==> config.mk <==
export PLATFORM = sky130hd
export DESIGN_NAME = regfile_arbiter
export DESIGN_NICKNAME = d
export VERILOG_FILES = /design/src/rtl/regfile_arbiter.sv
export SDC_FILE = /design/constraint.sdc
export NUM_CORES = 1
export LEC_CHECK = 0
export ABC_AREA = 1
export BUFFER_PORTS_ARGS = -buffer_cell sky130_fd_sc_hd__clkbuf_2
export CORE_UTILIZATION = 45
export DETAILED_ROUTE_END_ITERATION = 8
export PLACE_DENSITY = 0.78
export REMOVE_ABC_BUFFERS = 1
export SLEW_MARGIN = 20
export SYNTH_ARGS = -nofsm -noshare
export SYNTH_HDL_FRONTEND = slang
export SYNTH_SLANG_ARGS = --single-unit
==> constraint.sdc <==
create_clock -name clock_i -period 3 [get_ports clock_i]
set_clock_uncertainty 0.1 [all_clocks]
set_input_delay 0.45 -clock clock_i [delete_from_list [all_inputs] [get_ports clock_i]]
set_output_delay 0.45 -clock clock_i [all_outputs]
set_load 0.01 [all_outputs]
==> src/rtl/regfile_arbiter.sv <==
// Purpose : shares one single-port 8x16 register file between requester 0 (core) and
//           requester 1 (debug/load). Serialises each request into a write or read cycle,
//           captures the registered read data, and pulses done to the owner.
// Latency : write = done 2 cycles after the IDLE sample cycle, read = 3 cycles.
// Backpressure: requests are sampled only in IDLE. A requester holds req and its command
//           until it sees done. Requests arriving while busy wait.
// Ports   : clock_i/reset_i (async active-high); req_*_i per-requester command, packed {r1,r0};
//           gnt_o/done_o owner handshake; rdata_s_o/rdata_t_o captured read data;
//           busy_o; rf_*_o drive the register file; rf_rs_data_i/rf_rt_data_i its read data.
// Config  : `define RF_ARB_ROUND_ROBIN_EN -> ties go to the requester that was not the last owner.
//           Without the macro, requester 0 always wins a tie.
module regfile_arbiter #(
    parameter int DATA_W = 16,
    parameter int ADDR_W = 3
) (
    input  logic                  clock_i,
    input  logic                  reset_i,
    input  logic [1:0]            req_i,
    input  logic [1:0]            req_we_i,
    input  logic [2*ADDR_W-1:0]   req_rs_addr_i,
    input  logic [2*ADDR_W-1:0]   req_rt_addr_i,
    input  logic [2*ADDR_W-1:0]   req_rd_addr_i,
    input  logic [2*DATA_W-1:0]   req_wdata_i,
    output logic [1:0]            gnt_o,
    output logic [1:0]            done_o,
    output logic [DATA_W-1:0]     rdata_s_o,
    output logic [DATA_W-1:0]     rdata_t_o,
    output logic                  busy_o,
    output logic                  rf_reset_o,
    output logic                  rf_write_o,
    output logic [ADDR_W-1:0]     rf_rs_addr_o,
    output logic [ADDR_W-1:0]     rf_rt_addr_o,
    output logic [ADDR_W-1:0]     rf_rd_addr_o,
    output logic [DATA_W-1:0]     rf_data_o,
    input  logic [DATA_W-1:0]     rf_rs_data_i,
    input  logic [DATA_W-1:0]     rf_rt_data_i
);

    typedef enum logic [2:0] {
        S_CLEAR   = 3'd0,
        S_IDLE    = 3'd1,
        S_WRITE   = 3'd2,
        S_READ    = 3'd3,
        S_CAPTURE = 3'd4,
        S_DONE    = 3'd5
    } state_t;

    state_t state_q, state_d;

    logic [1:0]        gnt_q, gnt_d;
    logic [ADDR_W-1:0] rs_q, rs_d, rt_q, rt_d, rd_q, rd_d;
    logic [DATA_W-1:0] wdata_q, wdata_d;
    logic [DATA_W-1:0] rdata_s_q, rdata_s_d, rdata_t_q, rdata_t_d;

    logic win;      // index of the winning requester
    logic accept;   // a transaction starts this cycle
    logic sel_we;

    assign accept = (state_q == S_IDLE) && (req_i != 2'b00);

`ifdef RF_ARB_ROUND_ROBIN_EN
    logic last_q;   // last owner; reset to 1 so requester 0 wins the first tie

    always_comb begin
        if (req_i == 2'b11) win = ~last_q;
        else                win = ~req_i[0];
    end

    always_ff @(posedge clock_i or posedge reset_i) begin
        if (reset_i)     last_q <= 1'b1;
        else if (accept) last_q <= win;
    end
`else
    // Fixed priority: requester 0 wins whenever it is requesting.
    assign win = ~req_i[0];
`endif

    assign sel_we = win ? req_we_i[1] : req_we_i[0];

    // ---------------- state register ----------------
    always_ff @(posedge clock_i or posedge reset_i) begin
        if (reset_i) state_q <= S_CLEAR;
        else         state_q <= state_d;
    end

    // ---------------- next-state logic ----------------
    always_comb begin
        state_d = state_q;
        unique case (state_q)
            S_CLEAR:   state_d = S_IDLE;
            S_IDLE:    if (accept) state_d = sel_we ? S_WRITE : S_READ;
            S_WRITE:   state_d = S_DONE;
            S_READ:    state_d = S_CAPTURE;
            S_CAPTURE: state_d = S_DONE;
            S_DONE:    state_d = S_IDLE;
            default:   state_d = S_CLEAR;
        endcase
    end

    // ---------------- output decode ----------------
    always_comb begin
        busy_o     = (state_q != S_IDLE);
        rf_reset_o = (state_q == S_CLEAR);
        rf_write_o = (state_q == S_WRITE);
        done_o     = (state_q == S_DONE) ? gnt_q : 2'b00;
    end

    // ---------------- command / capture registers ----------------
    always_comb begin
        gnt_d     = gnt_q;
        rs_d      = rs_q;
        rt_d      = rt_q;
        rd_d      = rd_q;
        wdata_d   = wdata_q;
        rdata_s_d = rdata_s_q;
        rdata_t_d = rdata_t_q;
        if (accept) begin
            gnt_d   = win ? 2'b10 : 2'b01;
            rs_d    = win ? req_rs_addr_i[2*ADDR_W-1:ADDR_W] : req_rs_addr_i[ADDR_W-1:0];
            rt_d    = win ? req_rt_addr_i[2*ADDR_W-1:ADDR_W] : req_rt_addr_i[ADDR_W-1:0];
            rd_d    = win ? req_rd_addr_i[2*ADDR_W-1:ADDR_W] : req_rd_addr_i[ADDR_W-1:0];
            wdata_d = win ? req_wdata_i[2*DATA_W-1:DATA_W]   : req_wdata_i[DATA_W-1:0];
        end
        if (state_q == S_DONE) gnt_d = 2'b00;
        // The register file's read outputs are registered, so data for the
        // READ-cycle addresses is only valid one cycle later, in CAPTURE.
        if (state_q == S_CAPTURE) begin
            rdata_s_d = rf_rs_data_i;
            rdata_t_d = rf_rt_data_i;
        end
    end

    always_ff @(posedge clock_i or posedge reset_i) begin
        if (reset_i) begin
            gnt_q     <= '0;
            rs_q      <= '0;
            rt_q      <= '0;
            rd_q      <= '0;
            wdata_q   <= '0;
            rdata_s_q <= '0;
            rdata_t_q <= '0;
        end else begin
            gnt_q     <= gnt_d;
            rs_q      <= rs_d;
            rt_q      <= rt_d;
            rd_q      <= rd_d;
            wdata_q   <= wdata_d;
            rdata_s_q <= rdata_s_d;
            rdata_t_q <= rdata_t_d;
        end
    end

    assign gnt_o        = gnt_q;
    assign rdata_s_o    = rdata_s_q;
    assign rdata_t_o    = rdata_t_q;
    assign rf_rs_addr_o = rs_q;
    assign rf_rt_addr_o = rt_q;
    assign rf_rd_addr_o = rd_q;
    assign rf_data_o    = wdata_q;

endmodule
==> flow_summary.yaml <==
routing:
  drc: 0
  dr.pass1.iters: 4
  drtAntennaViolNets: 0
  drt_iter0_drc: 93
  routedWlPerCell_um: 11.1
  routed-via-count: 2747
  vias_per_cell: 4.62
  wl_mm: 6.61
clock_tree:
  h-tree-depth: 3
  clock_sinks: 62
  post-cts-setup-buffers: 0
  clk_pin_slew_worst_paths_ps: 70
  cts_hold_buf: 0
  cts-root-buf: "clkbuf_8"
  cts_resized: 0
  cts_buffers: 9
  clockBufferDepth: 2
  cts_tree: "yes"
  clock_latency_ps: 330
setup_path:
  r2r-start: "state_q[1]"
  worst-path-stages: 6
  crit_chain: "clkbuf_2, inv_2, nand2_4, nand2_4, nand2_1, nand2_1"
  worstPathRequired_ps: 3170
  path_class: "in2reg"
  worstRegToRegCells: 4
  r2r_slack_ps: 1430
  critPathMaxFanout: 29
  cp_slowest_cell: "inv_2"
  crit_end: "rf_data_o[14]"
  start_kind: "input port"
  end_kind: "register"
  path_delay_family: "buffers and inverters"
  r2r-end: "rdata_s_o[11]"
  arrival_ps: 2060
  critPathBufInv: 2
  cp-startpoint: "req_i[0]"
  critPathMaxStageDelay_ps: 500
power:
  power.density_nw_per_um2: 975
  internal_power_mw: 2.34
  seq_power_share: 0.389
  p_clk_frac: 0.209
  p_sw_mw: 1.46
  irDropWorstVdd_mv: 0.657
  comb_power_share: 0.402
  power_leakage_nw: 2.42
  switching_share: 0.385
logic_synthesis:
  synth_cell_types: 18
  yosys_warnings: 0
  synthCells: 367
  synth.avg_cell_area_um2: 8.13
  synth_area_um2: 2980
  ys_seq_area_frac: 0.520
  ys_ff_latch: 62
global_routing:
  grt_util_all_layers: 0.205
  grt_antenna_before_repair: 0
  grt_max_degree: 66
  grt_pass1_vias: 2589
  gr-total-overflow: 0
  grt_pass1_wl_mm: 11.5
timing:
  timing.fmax_mhz: 528
  hold_viol_final: 0
  period_share: 0.631
  setup_violations: 0
  max_slew.worst_pin.slew_ps: 659
  rsz0062_at_grt: "no"
  maxSlewViolCount: 0
  setup-tns-final_ps: 0
  min_period_ps: 1890
  slew_headroom: 0.560
placement:
  dp_hpwl_mm: 4.91
  dpl_cell_area_um2: 3690
  numPortBuffers: 151
  gp_congestion: 0.807
cells_and_area:
  layout-drive-gt1-share: 0.379
  fin_area_um2: 3900
  post-route-util: 0.611
  antennaDiodeCount: 0
  fin_nets: 600
  fillers: 580
  area.growth.synth_to_final_pct: 30.8
die:
  start_util: 0.467
  dieArea_um2: 6960
  die_h_um: 83.4
  num_rows: 29
  coreArea_um2: 6390
  die_w_um: 83.4
  io_pins: 152
outcome:
  status: "complete, no violations"
run:
  maxCapViolations: 0
hold_path:
  min_path_type: "in2async"
registers in the layout, summed over array words and instances, names as in the netlist:
signal        flops
rdata_s_o        16
gnt_o             2
rf_data_o        16
state_q           3
rf_rt_addr_o      3
rf_rd_addr_o      3
rf_rs_addr_o      3
rdata_t_o        16
final cells by class:
cell class                 count  area (µm²)  area share
multi-input combinational    242        1090       0.279
clock inverter                 4        70.1      0.0180
clock buffer                  12         145      0.0372
sequential                    62        1550       0.398
inverter                      43         161      0.0414
timing repair buffer         154         791       0.203
tap                           77        96.3      0.0247
layer usage:
metal  up-vias  track usage  share of wire
met3        13       0.0477          0.093
li1       1404            -              -
met1      1178        0.258           0.43
met2       152        0.337           0.46
met4         0       0.0909          0.019
met5         -            0              0
metrics by stage:
step / power (mW) / worst slack, ps / hold WS (ps) / std cells
5_1_grt: 4.09 / 887 / 67.5 / 594
6_report: 3.80 / 1110 / 32.6 / 594
4_1_cts: 3.84 / 1080 / 60.6 / 594
2_1_floorplan: 2.36 / 909 / 409 / 347
3_3_place_gp: 2.98 / 873 / 361 / 578
3_5_place_dp: 3.04 / 764 / 363 / 578
worst min-delay path by stage:
stage | startpoint | end | cells after the start
2_1_floorplan | rf_data_o[0] | rf_data_o[0] | 2
3_3_place_gp | rf_rt_addr_o[1] | rf_rt_addr_o[1] | 2
3_5_place_dp | rf_rd_addr_o[0] | rf_rd_addr_o[0] | 2
4_1_cts | reset_i | rdata_t_o[13] | 3
5_1_grt | reset_i | rdata_t_o[8] | 3
6_report | reset_i | rdata_t_o[8] | 3
synthesized netlist by cell type:
library cell | n | area, µm²
nand2_1 | 171 | 642
dfrtp_1 | 62 | 1550
inv_1 | 40 | 150
nand3_1 | 27 | 135
o21ai_2 | 19 | 166
o21ai_0 | 12 | 60.1
buf_6 | 10 | 113
buf_2 | 6 | 30.0
nor2_1 | 5 | 18.8
inv_2 | 3 | 11.3
o21ai_1 | 3 | 15.0
buf_8 | 2 | 30.0
nand2_4 | 2 | 22.5
buf_4 | 1 | 7.51
clkbuf_1 | 1 | 3.75
nand2_2 | 1 | 6.26
nand3_2 | 1 | 10.0
nor2_4 | 1 | 11.3
tightest hold or removal path, cell delays in order:
cell      delay, ps
clkbuf_2         90
inv_2            60
buf_12          270
cell families after synthesis:
family,after synthesis,share of synthesized area
DFF,62,0.520
and+or+nand+nor,208,0.283
AOI/OAI and AO/OA,34,0.0809
buffers and inverters,63,0.116
cells in the final DEF (no fill, tap or decap):
| master | count |
|---|---|
| nand2_2 | 1 |
| nand3_2 | 1 |
| nor2_1 | 5 |
| nand2_1 | 171 |
| o21ai_2 | 19 |
| o21ai_1 | 3 |
| buf_12 | 1 |
| nor2_4 | 1 |
| bufinv_16 | 2 |
| nand3_1 | 27 |
| clkbuf_8 | 10 |
| buf_4 | 2 |
| nand2_4 | 2 |
| clkbuf_2 | 151 |
| dfrtp_1 | 62 |
| clkbuf_1 | 2 |
| inv_2 | 4 |
| clkinv_2 | 2 |
| o21ai_0 | 12 |
| inv_1 | 39 |
power by group through the flow:
| stage | clock network (mW) | registers [mW] | logic [mW] |
|---|---|---|---|
| after floorplan | 0 | 1.65 | 0.708 |
| after global placement | 0 | 1.49 | 1.49 |
| after detailed placement | 0 | 1.49 | 1.55 |
| after CTS | 0.810 | 1.48 | 1.55 |
| after global routing | 0.844 | 1.53 | 1.72 |
| final | 0.795 | 1.48 | 1.53 |
No activity file was read; power rests on OpenSTA's default activity.
